## src/rtl/branch_predictor_pkg.sv

```systemverilog
`default_nettype none
// +-----------------------------------------------------------------------+
// | branch_predictor_pkg : shared widths and 2-bit counter encodings      |
// | Rev 1.0                                                               |
// +-----------------------------------------------------------------------+
package branch_predictor_pkg;

    localparam int WORD_SIZE = 16;
    localparam int MISPRED_W = 16;

    typedef enum logic [1:0] {
        STRONG_NT = 2'b00,
        WEAK_NT   = 2'b01,
        WEAK_T    = 2'b10,
        STRONG_T  = 2'b11
    } ctr_e;

endpackage
`default_nettype wire

```

## src/rtl/branch_predictor_if.sv

```systemverilog
`default_nettype none
// +-----------------------------------------------------------------------+
// | branch_predictor_if : fetch lookup and resolve/update signal bundle   |
// | Rev 1.0                                                               |
// +-----------------------------------------------------------------------+
interface branch_predictor_if #(
    parameter int WORD_SIZE = branch_predictor_pkg::WORD_SIZE
);
    logic [WORD_SIZE-1:0] PC;
    logic [WORD_SIZE-1:0] PredictedPC;
    logic                 PredTaken;
    logic                 UpdateEn;
    logic [WORD_SIZE-1:0] UpdatePC;
    logic [WORD_SIZE-1:0] UpdateTarget;
    logic                 UpdateIsJump;
    logic                 UpdateTaken;
    logic                 UpdateMispredict;
    logic [15:0]          MispredCount;

    modport master (
        output PC, UpdateEn, UpdatePC, UpdateTarget, UpdateIsJump,
               UpdateTaken, UpdateMispredict,
        input  PredictedPC, PredTaken, MispredCount
    );

    modport slave (
        input  PC, UpdateEn, UpdatePC, UpdateTarget, UpdateIsJump,
               UpdateTaken, UpdateMispredict,
        output PredictedPC, PredTaken, MispredCount
    );
endinterface
`default_nettype wire

```

## src/rtl/branch_predictor_sat_counter2.sv

```systemverilog
`default_nettype none
// +-----------------------------------------------------------------------+
// | sat_counter2 : combinational 2-bit saturating increment / decrement   |
// | Rev 1.0                                                               |
// +-----------------------------------------------------------------------+
module sat_counter2
    import branch_predictor_pkg::*;
(
    input  ctr_e ctr_i,
    input  logic inc_i,
    output ctr_e ctr_o
);
    always_comb begin
        ctr_o = ctr_i;
        case (ctr_i)
            STRONG_NT: ctr_o = inc_i ? WEAK_NT  : STRONG_NT;
            WEAK_NT:   ctr_o = inc_i ? WEAK_T   : STRONG_NT;
            WEAK_T:    ctr_o = inc_i ? STRONG_T : WEAK_NT;
            STRONG_T:  ctr_o = inc_i ? STRONG_T : WEAK_T;
            default:   ctr_o = ctr_i;
        endcase
    end
endmodule
`default_nettype wire

```

## src/rtl/branch_predictor.sv

```systemverilog
`default_nettype none
// +-----------------------------------------------------------------------+
// | branch_predictor : direct-mapped BTB with 2-bit counters, FF storage  |
// | Rev 1.0                                                               |
// +-----------------------------------------------------------------------+
module branch_predictor #(
    parameter int ENTRIES   = 16,
    parameter int WORD_SIZE = branch_predictor_pkg::WORD_SIZE
) (
    input  wire logic           clk,
    input  wire logic           reset_n,
    branch_predictor_if.slave   bus
);
    import branch_predictor_pkg::*;

    localparam int IDX_W = $clog2(ENTRIES);
    localparam int TAG_W = WORD_SIZE - IDX_W;

    logic                 valid_q  [ENTRIES];
    logic [TAG_W-1:0]     tag_q    [ENTRIES];
    logic [WORD_SIZE-1:0] target_q [ENTRIES];
    ctr_e                 ctr_q    [ENTRIES];
    logic [MISPRED_W-1:0] mispred_q, mispred_d;

    logic [IDX_W-1:0] l_idx, u_idx;
    logic [TAG_W-1:0] l_tag, u_tag;
    logic             l_hit, u_hit;
    ctr_e             u_ctr_sat, wr_ctr;
    logic             wr_en, wr_tgt_en;

    // Lookup port: reads registered state only, so same-cycle updates are not bypassed
    assign l_idx = bus.PC[IDX_W-1:0];
    assign l_tag = bus.PC[WORD_SIZE-1:IDX_W];
    assign l_hit = valid_q[l_idx] && (tag_q[l_idx] == l_tag);

    assign bus.PredTaken    = l_hit && ctr_q[l_idx][1];
    assign bus.PredictedPC  = bus.PredTaken ? target_q[l_idx] : bus.PC + WORD_SIZE'(1);
    assign bus.MispredCount = mispred_q;

    assign u_idx = bus.UpdatePC[IDX_W-1:0];
    assign u_tag = bus.UpdatePC[WORD_SIZE-1:IDX_W];
    assign u_hit = valid_q[u_idx] && (tag_q[u_idx] == u_tag);

    sat_counter2 u_sat (
        .ctr_i (ctr_q[u_idx]),
        .inc_i (bus.UpdateTaken),
        .ctr_o (u_ctr_sat)
    );

    always_comb begin
        wr_en     = 1'b0;
        wr_tgt_en = 1'b0;
        wr_ctr    = ctr_q[u_idx];
        if (bus.UpdateEn) begin
            if (bus.UpdateIsJump) begin
                wr_en     = 1'b1;
                wr_tgt_en = 1'b1;
                wr_ctr    = STRONG_T;
            end else if (u_hit) begin
                wr_en     = 1'b1;
                wr_tgt_en = bus.UpdateTaken;
                wr_ctr    = u_ctr_sat;
            end else if (bus.UpdateTaken) begin
                wr_en     = 1'b1;
                wr_tgt_en = 1'b1;
                wr_ctr    = WEAK_T;
            end
        end
    end

    always_comb begin
        mispred_d = mispred_q;
        if (bus.UpdateEn && bus.UpdateMispredict && (mispred_q != {MISPRED_W{1'b1}}))
            mispred_d = mispred_q + MISPRED_W'(1);
    end

    always_ff @(posedge clk) begin
        if (!reset_n) begin
            for (int i = 0; i < ENTRIES; i++) begin
                valid_q[i] <= 1'b0;
                ctr_q[i]   <= WEAK_NT;
            end
            mispred_q <= '0;
        end else begin
            if (wr_en) begin
                valid_q[u_idx] <= 1'b1;
                ctr_q[u_idx]   <= wr_ctr;
            end
            mispred_q <= mispred_d;
        end
    end

    // Tags and targets are don't-care while invalid, so they carry no reset
    always_ff @(posedge clk) begin
        if (reset_n && wr_en)
            tag_q[u_idx] <= u_tag;
        if (reset_n && wr_tgt_en)
            target_q[u_idx] <= bus.UpdateTarget;
    end
endmodule
`default_nettype wire

```

## src/flat_wrapper.sv

```systemverilog
// flat-port wrapper written by rule: the top's interface ports become plain ports
module branch_predictor_flat import branch_predictor_pkg::*;
#(
    parameter int ENTRIES   = 16,
    parameter int WORD_SIZE = branch_predictor_pkg::WORD_SIZE
)
  (clk, reset_n, bus_PC, bus_UpdateEn, bus_UpdatePC, bus_UpdateTarget, bus_UpdateIsJump, bus_UpdateTaken, bus_UpdateMispredict, bus_PredictedPC, bus_PredTaken, bus_MispredCount);
  branch_predictor_if #(.WORD_SIZE(WORD_SIZE)) bus_i ();
  input  wire logic clk;
  input  wire logic reset_n;
  input wire logic [$bits(bus_i.PC)-1:0] bus_PC;
  input wire logic [$bits(bus_i.UpdateEn)-1:0] bus_UpdateEn;
  input wire logic [$bits(bus_i.UpdatePC)-1:0] bus_UpdatePC;
  input wire logic [$bits(bus_i.UpdateTarget)-1:0] bus_UpdateTarget;
  input wire logic [$bits(bus_i.UpdateIsJump)-1:0] bus_UpdateIsJump;
  input wire logic [$bits(bus_i.UpdateTaken)-1:0] bus_UpdateTaken;
  input wire logic [$bits(bus_i.UpdateMispredict)-1:0] bus_UpdateMispredict;
  output wire logic [$bits(bus_i.PredictedPC)-1:0] bus_PredictedPC;
  output wire logic [$bits(bus_i.PredTaken)-1:0] bus_PredTaken;
  output wire logic [$bits(bus_i.MispredCount)-1:0] bus_MispredCount;
  assign bus_i.PC = bus_PC;
  assign bus_i.UpdateEn = bus_UpdateEn;
  assign bus_i.UpdatePC = bus_UpdatePC;
  assign bus_i.UpdateTarget = bus_UpdateTarget;
  assign bus_i.UpdateIsJump = bus_UpdateIsJump;
  assign bus_i.UpdateTaken = bus_UpdateTaken;
  assign bus_i.UpdateMispredict = bus_UpdateMispredict;
  assign bus_PredictedPC = bus_i.PredictedPC;
  assign bus_PredTaken = bus_i.PredTaken;
  assign bus_MispredCount = bus_i.MispredCount;
  branch_predictor #(.ENTRIES(ENTRIES), .WORD_SIZE(WORD_SIZE)) u_core (.clk(clk), .reset_n(reset_n), .bus(bus_i));
endmodule
```

## config.mk

```make
export PLATFORM = sky130hd
export DESIGN_NAME = branch_predictor_flat
export DESIGN_NICKNAME = d
export VERILOG_FILES = /design/src/rtl/branch_predictor_pkg.sv /design/src/rtl/branch_predictor_if.sv /design/src/rtl/branch_predictor_sat_counter2.sv /design/src/rtl/branch_predictor.sv /design/src/flat_wrapper.sv
export SDC_FILE = /design/constraint.sdc
export NUM_CORES = 1
export LEC_CHECK = 0
export ABC_AREA = 1
export CORE_UTILIZATION = 53
export CTS_BUF_LIST = sky130_fd_sc_hd__clkbuf_8
export DETAILED_ROUTE_END_ITERATION = 16
export PLACE_DENSITY_LB_ADDON = 0.3
export SYNTH_ARGS = -nofsm -noshare
export SYNTH_HDL_FRONTEND = slang
export SYNTH_HIERARCHICAL = 1
export SYNTH_SLANG_ARGS = --single-unit
export TNS_END_PERCENT = 50
```

## constraint.sdc

```tcl
create_clock -name clk -period 3.8 [get_ports clk]
set_clock_uncertainty 0.15 [all_clocks]
set_input_delay 0.76 -clock clk [delete_from_list [all_inputs] [get_ports clk]]
set_output_delay 0.76 -clock clk [all_outputs]
set_load 0.02 [all_outputs]
```

# Word-level counts from Yosys, hierarchy flattened

Memories as Yosys holds them, arrays and structs flattened.
Index checks and enable logic that the tools add are counted.

$add $sub $neg: 2
Equality and inequality tests: 6
Multiplexer cells: 31
Reduce and logical (&&, ||, !) cells: 10

Operators with widths:

| kind                  | number |
|---|---|
| $add 16x1->16 const B | 2 |
| $eq 12x12->1          | 2 |
| $mux 1                | 20 |
| $mux 16               | 1 |
| $ne 16x16->1 const B  | 1 |
| $mux 2                | 7 |
| $mux 4                | 2 |
| $pmux 2 s4            | 1 |
| $logic_and 1x1->1     | 7 |
| $eq 2x2->1 const B    | 2 |
| $eq 2x1->1 const B    | 1 |
| $logic_not 2->1       | 1 |
| $reduce_or 2->1       | 1 |
| $reduce_or 1->1       | 1 |

Bits in registers: 16
Bits in writable memories: 496
Input port bits: 54
Output and inout port bits: 33
Memories: 4

Memory list:

| memory          | depth | width | read ports | clocked after Yosys merged registers in | write ports | line                   | RTL |
|---|---|---|---|---|---|---|---|
| u_core.target_q | 16    | 16    | 1          | 0                                       | 1           | branch_predictor.sv:21 | `logic [WORD_SIZE-1:0] target_q [ENTRIES];` |
| u_core.tag_q    | 16    | 12    | 2          | 0                                       | 1           | branch_predictor.sv:20 | `logic [TAG_W-1:0] tag_q [ENTRIES];` |
| u_core.ctr_q    | 16    | 2     | 2          | 0                                       | 16          | branch_predictor.sv:22 | `ctr_e ctr_q [ENTRIES];` |
| u_core.valid_q  | 16    | 1     | 2          | 0                                       | 16          | branch_predictor.sv:19 | `logic valid_q [ENTRIES];` |

# Depth between registers and ports, before layout

Gate-level depths: netlist (run 1).
An unclocked memory read counts as a cell.

Word-level depth: 11
Mapped depth: 21
Mapped depth without buffers: 18

# By module

The synthesis (run 1) kept the hierarchy.

Modules (own cells, without submodules):

| module           | instances | cells an instance | area each (µm²) |
|---|---|---|---|
| branch_predictor | 1         | 2363              | 23663.9 |
| sat_counter2     | 1         | 5                 | 21.3 |

# Least setup slack after synthesis (run 1)

OpenSTA, ideal clock, no wires.

Kind: input port to output port
Start: input bus_PC[1]
End: output bus_PredictedPC[9]
Arrival: 2614 ps
Required time: 2890 ps
Path slack: 276 ps
Stages: 12
Buffers on the path: 5
Cells stage by stage: buf_4 -> nand2_1 -> inv_2 -> buf_2 -> buf_6 -> buf_2 -> clkbuf_1 -> a22oi_1 -> a21oi_1 -> or3b_2 -> nand3_1 -> nand2_1

Word-level cells in the longest chain between the ends: 5
Elaborated cells between the ends (all ways): 9
Classes of those cells: add/sub (1); eq/ne (1); mux (1); reduce/logical (2); memory (4)

Ends and longest elaborated chain:

| item              | line                   | RTL |
|---|---|---|
| start, declared   | flat_wrapper.sv:11     | `input wire logic [$bits(bus_i.PC)-1:0] bus_PC;` |
| $mem_v2 16x12     | --                     |  |
| $eq 12x12->1      | branch_predictor.sv:34 | `assign l_hit = valid_q[l_idx] && (tag_q[l_idx] == l_tag);` |
| $logic_and 1x1->1 | branch_predictor.sv:34 |  |
| $logic_and 1x1->1 | branch_predictor.sv:36 | `assign bus.PredTaken = l_hit && ctr_q[l_idx][1];` |
| $mux 16 (*)       | branch_predictor.sv:37 | `assign bus.PredictedPC = bus.PredTaken ? target_q[l_idx] : bus.PC + WORD_SIZE'(1);` |
| end, declared     | flat_wrapper.sv:18     | `output wire logic [$bits(bus_i.PredictedPC)-1:0] bus_PredictedPC;` |

Every way passes the cells marked *; elsewhere a longest branch is shown, timed or not.

# Final worst setup path (run 1)

Same ends and word-level chain as after synthesis.

==> impl_metrics.toml, run 1 <==
[clock_network]
cts_tree = "done"
clkSinkCount = 512
htree_levels = 3
cts_made_buffers = 85
cts_buffer_depth = 3
clock_latency_ns = 0.67
hold_buffers = 0
cts-root-buf = "clkbuf_8"
clk_pin_slew_ns = 0.06

[yosys]
synthMuxAreaShare_pct = 0
syn_nets = 2424
async_reset_ff_share_pct = 0
ys_warn_count = 6
synth_xor_area_share_pct = 0.7026
yosysMostFrequentCell = "nand2_1"
synthCells = 2368
yosysTopAreaCell = "edfxtp_1"
netlist_top_cells_area = "edfxtp_1, nand2_1, a22oi_1, dfxtp_1, nand3_1"
synthTopCellsByCount = "nand2_1, edfxtp_1, a22oi_1, nand3_1"
synth_top_family_by_area = "simple AND/OR/NAND/NOR gates"
synth_area_sq_um = 23690
yosys.area_share.simple_pct = 21.05
seq_area_frac_synth_pct = 63.56
ys_seq_elements = 512
synth_compound_area_share_pct = 9.873
ys_types = 47
syn_area_per_cell_sq_um = 10.00
synth_top_cell_area_share_pct = 60.86
synth_edf_count = 480
synth_ff_type = "edfxtp_1"
synthAdderAreaFrac_pct = 0.1057

[die]
start_util_pct = 53.68
dieArea_sq_um = 45540
die_y_microns = 213.4
ios = 87
fp.dieW_microns = 213.4
coreArea_sq_um = 44120
placementRows = 77

[global_routing]
grt_pass1_vias = 18728
grt_pass1_wl_microns = 110400
antenna_found_initial = 3
grt_max_degree = 54
grt_usage_pct = 33.02
gr-total-overflow = 0

[drt]
detail-route-antenna-nets = 0
drc_errors = 0
drtIter0Drc = 2487
first_pass_iters = 6
vias = 19668
via_per_inst = 5.942
routed_wirelength_microns = 75070
wl_per_cell_microns = 22.68

[place]
gp_congestion = 0.9786
pre_cts_ws_ns = -1.139
portBuffers = 86
hpwl_microns = 48060

[critical_path]
rr_startpoint = "u_core/tag_q[15][11]"
cp.arrival_ns = 2.98
reg2regPathDepth = 17
worst-setup-path-type = "primary input to output port"
cp-end-kind = "output port"
reg2reg_setup_slack_ns = 0.69
worstPathMaxFanout = 7
startpoint_type = "primary input"
required_ns = 2.89
r2r-end = "u_core/tag_q[2][7]"

[min_path]
hp-start = "u_core/bus.MispredCount[8]"
holdPathStages = 2
hold_path_class = "flip-flop to flip-flop"
min_to = "u_core/bus.MispredCount[8]"

[layout]
area_growth_pct = 24.17
seq_area_sq_um = 15050
nets = 2706
multiInputGateArea_sq_um = 8011
n_fill_cell = 3421
drive_gt1_share_pct = 19.43

[power_and_ir_drop]
ir_drop_mv = 0.2720
finalPower_uw = 12240
total_leakage_power_uw = 0.01143
p_per_area_nw_per_um2 = 416.2

[sta]
worstMarginPinSlew_ns = 0.8291
slew_headroom_pct = 44.67
drv_slew = 0
fin_ws_ns = -0.08559
hold_violations = 0
finalCritPeriodShare_pct = 102.3
setup-violations-final = 16
rsz0062_at_grt = "true"
whs_ns = 0.3574
fin_setup_tns_ns = -0.8034
fmax_ghz = 0.2574
fin_crit_ns = 3.886

[run_status]
status = "complete, but fails checks"
violations = "negative setup slack"

[run]
drv_cap = 0
cell families (layout without fill, tap and decap cells):
group           after synthesis  in the layout
simple gates               1212           1212
flops                       512            512
compound gates              370            370
buf+inv                     253            602
xor+xnor                     19             19
fa+ha+maj                     2              2
other cells                   0              1
report_power, final:
| group | switching [uW] | internal (uW) |
|---|---|---|
| Sequential | 30.4 | 6230 |
| Clock | 2200 | 2420 |
| Combinational | 854 | 512 |
| Total | 3080 | 9160 |
state kept, by name, indices dropped and copies added (netlist names):
signal                   flops
u_core/target_q            256
u_core/tag_q               192
u_core/ctr_q                32
u_core/bus.MispredCount     16
u_core/valid_q              16
cell type report:
| class | count | area share [%] |
|---|---|---|
| sequential | 512 | 51.19 |
| multi-input combinational | 1603 | 27.24 |
| timing repair buffer | 325 | 11.92 |
| clock buffer | 87 | 4.071 |
| tap | 592 | 2.519 |
| inverter | 123 | 1.655 |
| clock inverter | 67 | 1.404 |
| antenna | 1 | 0.008508 |
metal layers:
layer / wire length, microns / global-route usage [%]
met5: 26 / 0
met4: 2910 / 15.30
met3: 8772 / 6.195
met2: 34620 / 51.37
met1: 28740 / 45.16
critical path, stage by stage:
cell and delay (ns):
buf_12 0.12, buf_6 0.11, nor2_4 0.14, buf_12 0.17, clkbuf_16 0.16, nand2_2 0.05, nand2_1 0.06, inv_1 0.04
nand4_1 0.08, nand3_2 0.09, nand3_2 0.10, xor2_2 0.10, nor2_1 0.15, nand2_2 0.08, nor2_4 0.17, nand2_4 0.12
buf_8 0.16, nand2_2 0.06, nand2_2 0.07, buf_6 0.14
worst max-delay path by stage:
stage / startpoint / endpoint / slack, ns
3_3_place_gp: bus_PC[1] / bus_PredictedPC[1] / -1.11
2_1_floorplan: bus_PC[1] / bus_PredictedPC[9] / 0.28
5_1_grt: bus_PC[1] / bus_PredictedPC[9] / -0.12
4_1_cts: bus_PC[0] / bus_PredictedPC[6] / -0.07
6_report: bus_PC[1] / bus_PredictedPC[9] / -0.09
3_5_place_dp: bus_PC[1] / bus_PredictedPC[1] / -1.14
repair_timing:
| item | 4_1_cts | 5_1_grt |
|---|---|---|
| gates resized for setup | 200 | 69 |
| endpoints found under the hold margin | 0 | 0 |
| setup buffers | 4 | 3 |
| endpoints found under the setup margin | 17 | 17 |
| pin swaps | 37 | 43 |
| cloned | 5 | 3 |
metrics by stage:
step	utilization, %	cell area [sq um]	cells
6_report	66.65	29410	3310
5_1_grt	66.65	29410	3310
4_1_cts	65.89	29070	3306
3_5_place_dp	61.12	26970	3143
3_3_place_gp	61.12	26970	3143
2_1_floorplan	-	23690	2368
placed cells by master (no fill, tap or decap), types with 18 or more instances in the layout:
cell / n
o21ai_0: 58
dfxtp_1: 32
buf_4: 171
clkinv_1: 18
a22oi_2: 22
a22oi_1: 101
inv_1: 136
clkdlybuf4s50_1: 63
nand4_1: 40
clkbuf_8: 87
edfxtp_1: 480
nand2_2: 35
nor2_1: 85
buf_6: 24
a21oi_1: 104
nor2_2: 30
nand3_1: 102
buf_12: 50
nand2_1: 860
o211ai_1: 18
No activity file was read; power rests on OpenSTA's default activity.
==> run 2, diff against run 1 <==
--- a/config.mk
+++ b/config.mk
@@ -8,2 +8,3 @@
 export ABC_AREA = 1
+export CORE_MARGIN = 2
 export CORE_UTILIZATION = 53
--- a/constraint.sdc
+++ b/constraint.sdc
@@ -4,2 +4,2 @@
 set_output_delay 0.76 -clock clk [all_outputs]
-set_load 0.02 [all_outputs]
+set_load 0.01 [all_outputs]
==> run 2 against run 1 <==
The flow still finishes with violations (negative setup slack). Setup slack lost 0.15 ns. Clock power hardly changed. Power increased by 0.49%. Final area rose by 0.66%. Sequential power barely moved. Cell count rose by 0.24%. Combinational power up 3%. Wire length up 3.6%. Die area rose by 1.9%. Fmax down 3.7%. Clock-buffer cell count rose by 2. Critical path type unchanged. Critical endpoint is now bus_PredictedPC[1].
==> impl_metrics.toml, run 2 (synthesis results as in run 1) <==
[run_status]
status = "complete, but fails checks"
violations = "negative setup slack"

[power_and_ir_drop]
total_leakage_power_uw = 0.01150
ir_drop_mv = 0.2985
p_int_uw = 9151
finalPower_uw = 12300
clockPowerShare_pct = 37.7
p_per_area_nw_per_um2 = 415.5
p_seq_share_pct = 50.9
power_frac_comb_pct = 11.5
p_switching_uw = 3151
swShare_pct = 25.61

[clock_network]
clock_latency_ns = 0.69
clkSinkCount = 512
cts_tree = "done"
cts_buffer_depth = 3
cts_made_buffers = 84
htree_levels = 3
cts-root-buf = "clkbuf_8"
clk_pin_slew_ns = 0.06
hold_buffers = 0

[drt]
drc_errors = 0
first_pass_iters = 7
routed_wirelength_microns = 77770
drtIter0Drc = 2792
detail-route-antenna-nets = 0
wl_per_cell_microns = 23.44
vias = 20074
via_per_inst = 6.050

[global_routing]
gr-total-overflow = 0
grt_max_degree = 45
grt_pass1_wl_microns = 115400
grt_usage_pct = 33.11
antenna_found_initial = 1
grt_pass1_vias = 19418

[layout]
area_growth_pct = 24.99
largest_reg_flops = 256
regMostFlops = "u_core/target_q"
final_common_cell = "nand2_1"
reg_top3 = "u_core/target_q: 256 flops, u_core/tag_q: 192 flops, u_core/ctr_q: 32 flops"
nets = 2722
drive_gt1_share_pct = 20.18
layout_common_cells = "nand2_1, edfxtp_1, buf_4"
final_cells = 3318

[sta]
hold_violations = 0
drv_slew = 0
worstMarginPinSlew_ns = 0.7993
fmax_ghz = 0.2478
finalCritPeriodShare_pct = 106.2
fin_crit_ns = 4.035
fin_ws_ns = -0.2351
rsz0062_at_grt = "true"
fin_setup_tns_ns = -3.207
setup-violations-final = 17
slew_headroom_pct = 46.65

[die]
fp.dieW_microns = 215.4
die_y_microns = 215.4
dieArea_sq_um = 46400
coreArea_sq_um = 44120
start_util_pct = 53.68
placementRows = 77
ios = 87

[place]
portBuffers = 86
gp_congestion = 0.9458
pre_cts_ws_ns = -1.265
placedCellCount = 3139
hpwl_microns = 48490

[critical_path]
cp.arrival_ns = 3.13
worst-setup-path-type = "primary input to output port"
required_ns = 2.89
worstPathMaxFanout = 11
reg2regPathDepth = 18
cp-end-kind = "output port"
startpoint_type = "primary input"

[min_path]
holdPathStages = 2
hold_path_class = "flip-flop to flip-flop"

[run]
drv_cap = 0
## run 2: timing repair
| action | 4_1_cts | 5_1_grt |
|---|---|---|
| pin swaps | 50 | 33 |
| setup buffers | 25 | 3 |
| gates resized for setup | 194 | 64 |
| gates cloned | 9 | 0 |
| endpoints found under the setup margin | 17 | 17 |
## run 2: metal layers
layer  part of all wire (%)  vias to the layer above  GRT usage, %
met1                     37                     9467         43.95
met5                      0                        -             0
met2                     46                     1496         51.66
met4                    5.1                        0         17.26
li1                       -                     8840             -
met3                     12                      271         7.047
## run 2: path summary, 6_finish.rpt
kind | from | to | slack, ns
worst max-delay path | bus_PC[0] | bus_PredictedPC[1] | -0.24
worst min-delay path | u_core/valid_q[5] | u_core/valid_q[5] | 0.36
worst max register to register | u_core/tag_q[1][6] | u_core/tag_q[0][7] | 0.74
worst min register to register | u_core/valid_q[5] | u_core/valid_q[5] | 0.36
## run 2: power by group through the flow
stage,combinational [uW],clock (uW),sequential [uW]
2_1_floorplan,624,0,6360
3_3_place_gp,1210,0,6370
3_5_place_dp,1230,0,6370
4_1_cts,1340,4690,6250
5_1_grt,1490,4940,6260
6_report,1410,4640,6260
## run 2: area by class of cell
class / count / area, sq um
antenna: 1 / 2.502
clock buffer: 89 / 1225
clock inverter: 56 / 364.1
fill: 3283 / 14520
inverter: 123 / 484.2
multi-input combinational: 1603 / 8048
sequential: 512 / 15050
tap: 592 / 740.7
timing repair buffer: 342 / 3686
## run 2: metrics by stage
stage	util, %	area (sq um)	hold WS [ns]
final	67.09	29600	0.3633
after global routing	67.09	29600	0.3861
after CTS	66.62	29400	0.3615
after detailed placement	61.19	27000	0.3516
after global placement	61.19	27000	0.3337
after floorplan	-	23690	0.3219
## run 2: critical path: stages
cell and delay (ns):
buf_12 0.13, buf_6 0.12, nor2_4 0.16, buf_6 0.14
buf_12 0.15, a22oi_1 0.09, nand2_1 0.08, nand2_1 0.05
nand2_1 0.13, inv_1 0.09, nand3_1 0.08, nand2_1 0.10
nand3b_1 0.22, nor2_4 0.20, buf_6 0.14, nand2_8 0.08
buf_12 0.16, nand2_2 0.05, nand2_1 0.05, buf_2 0.13
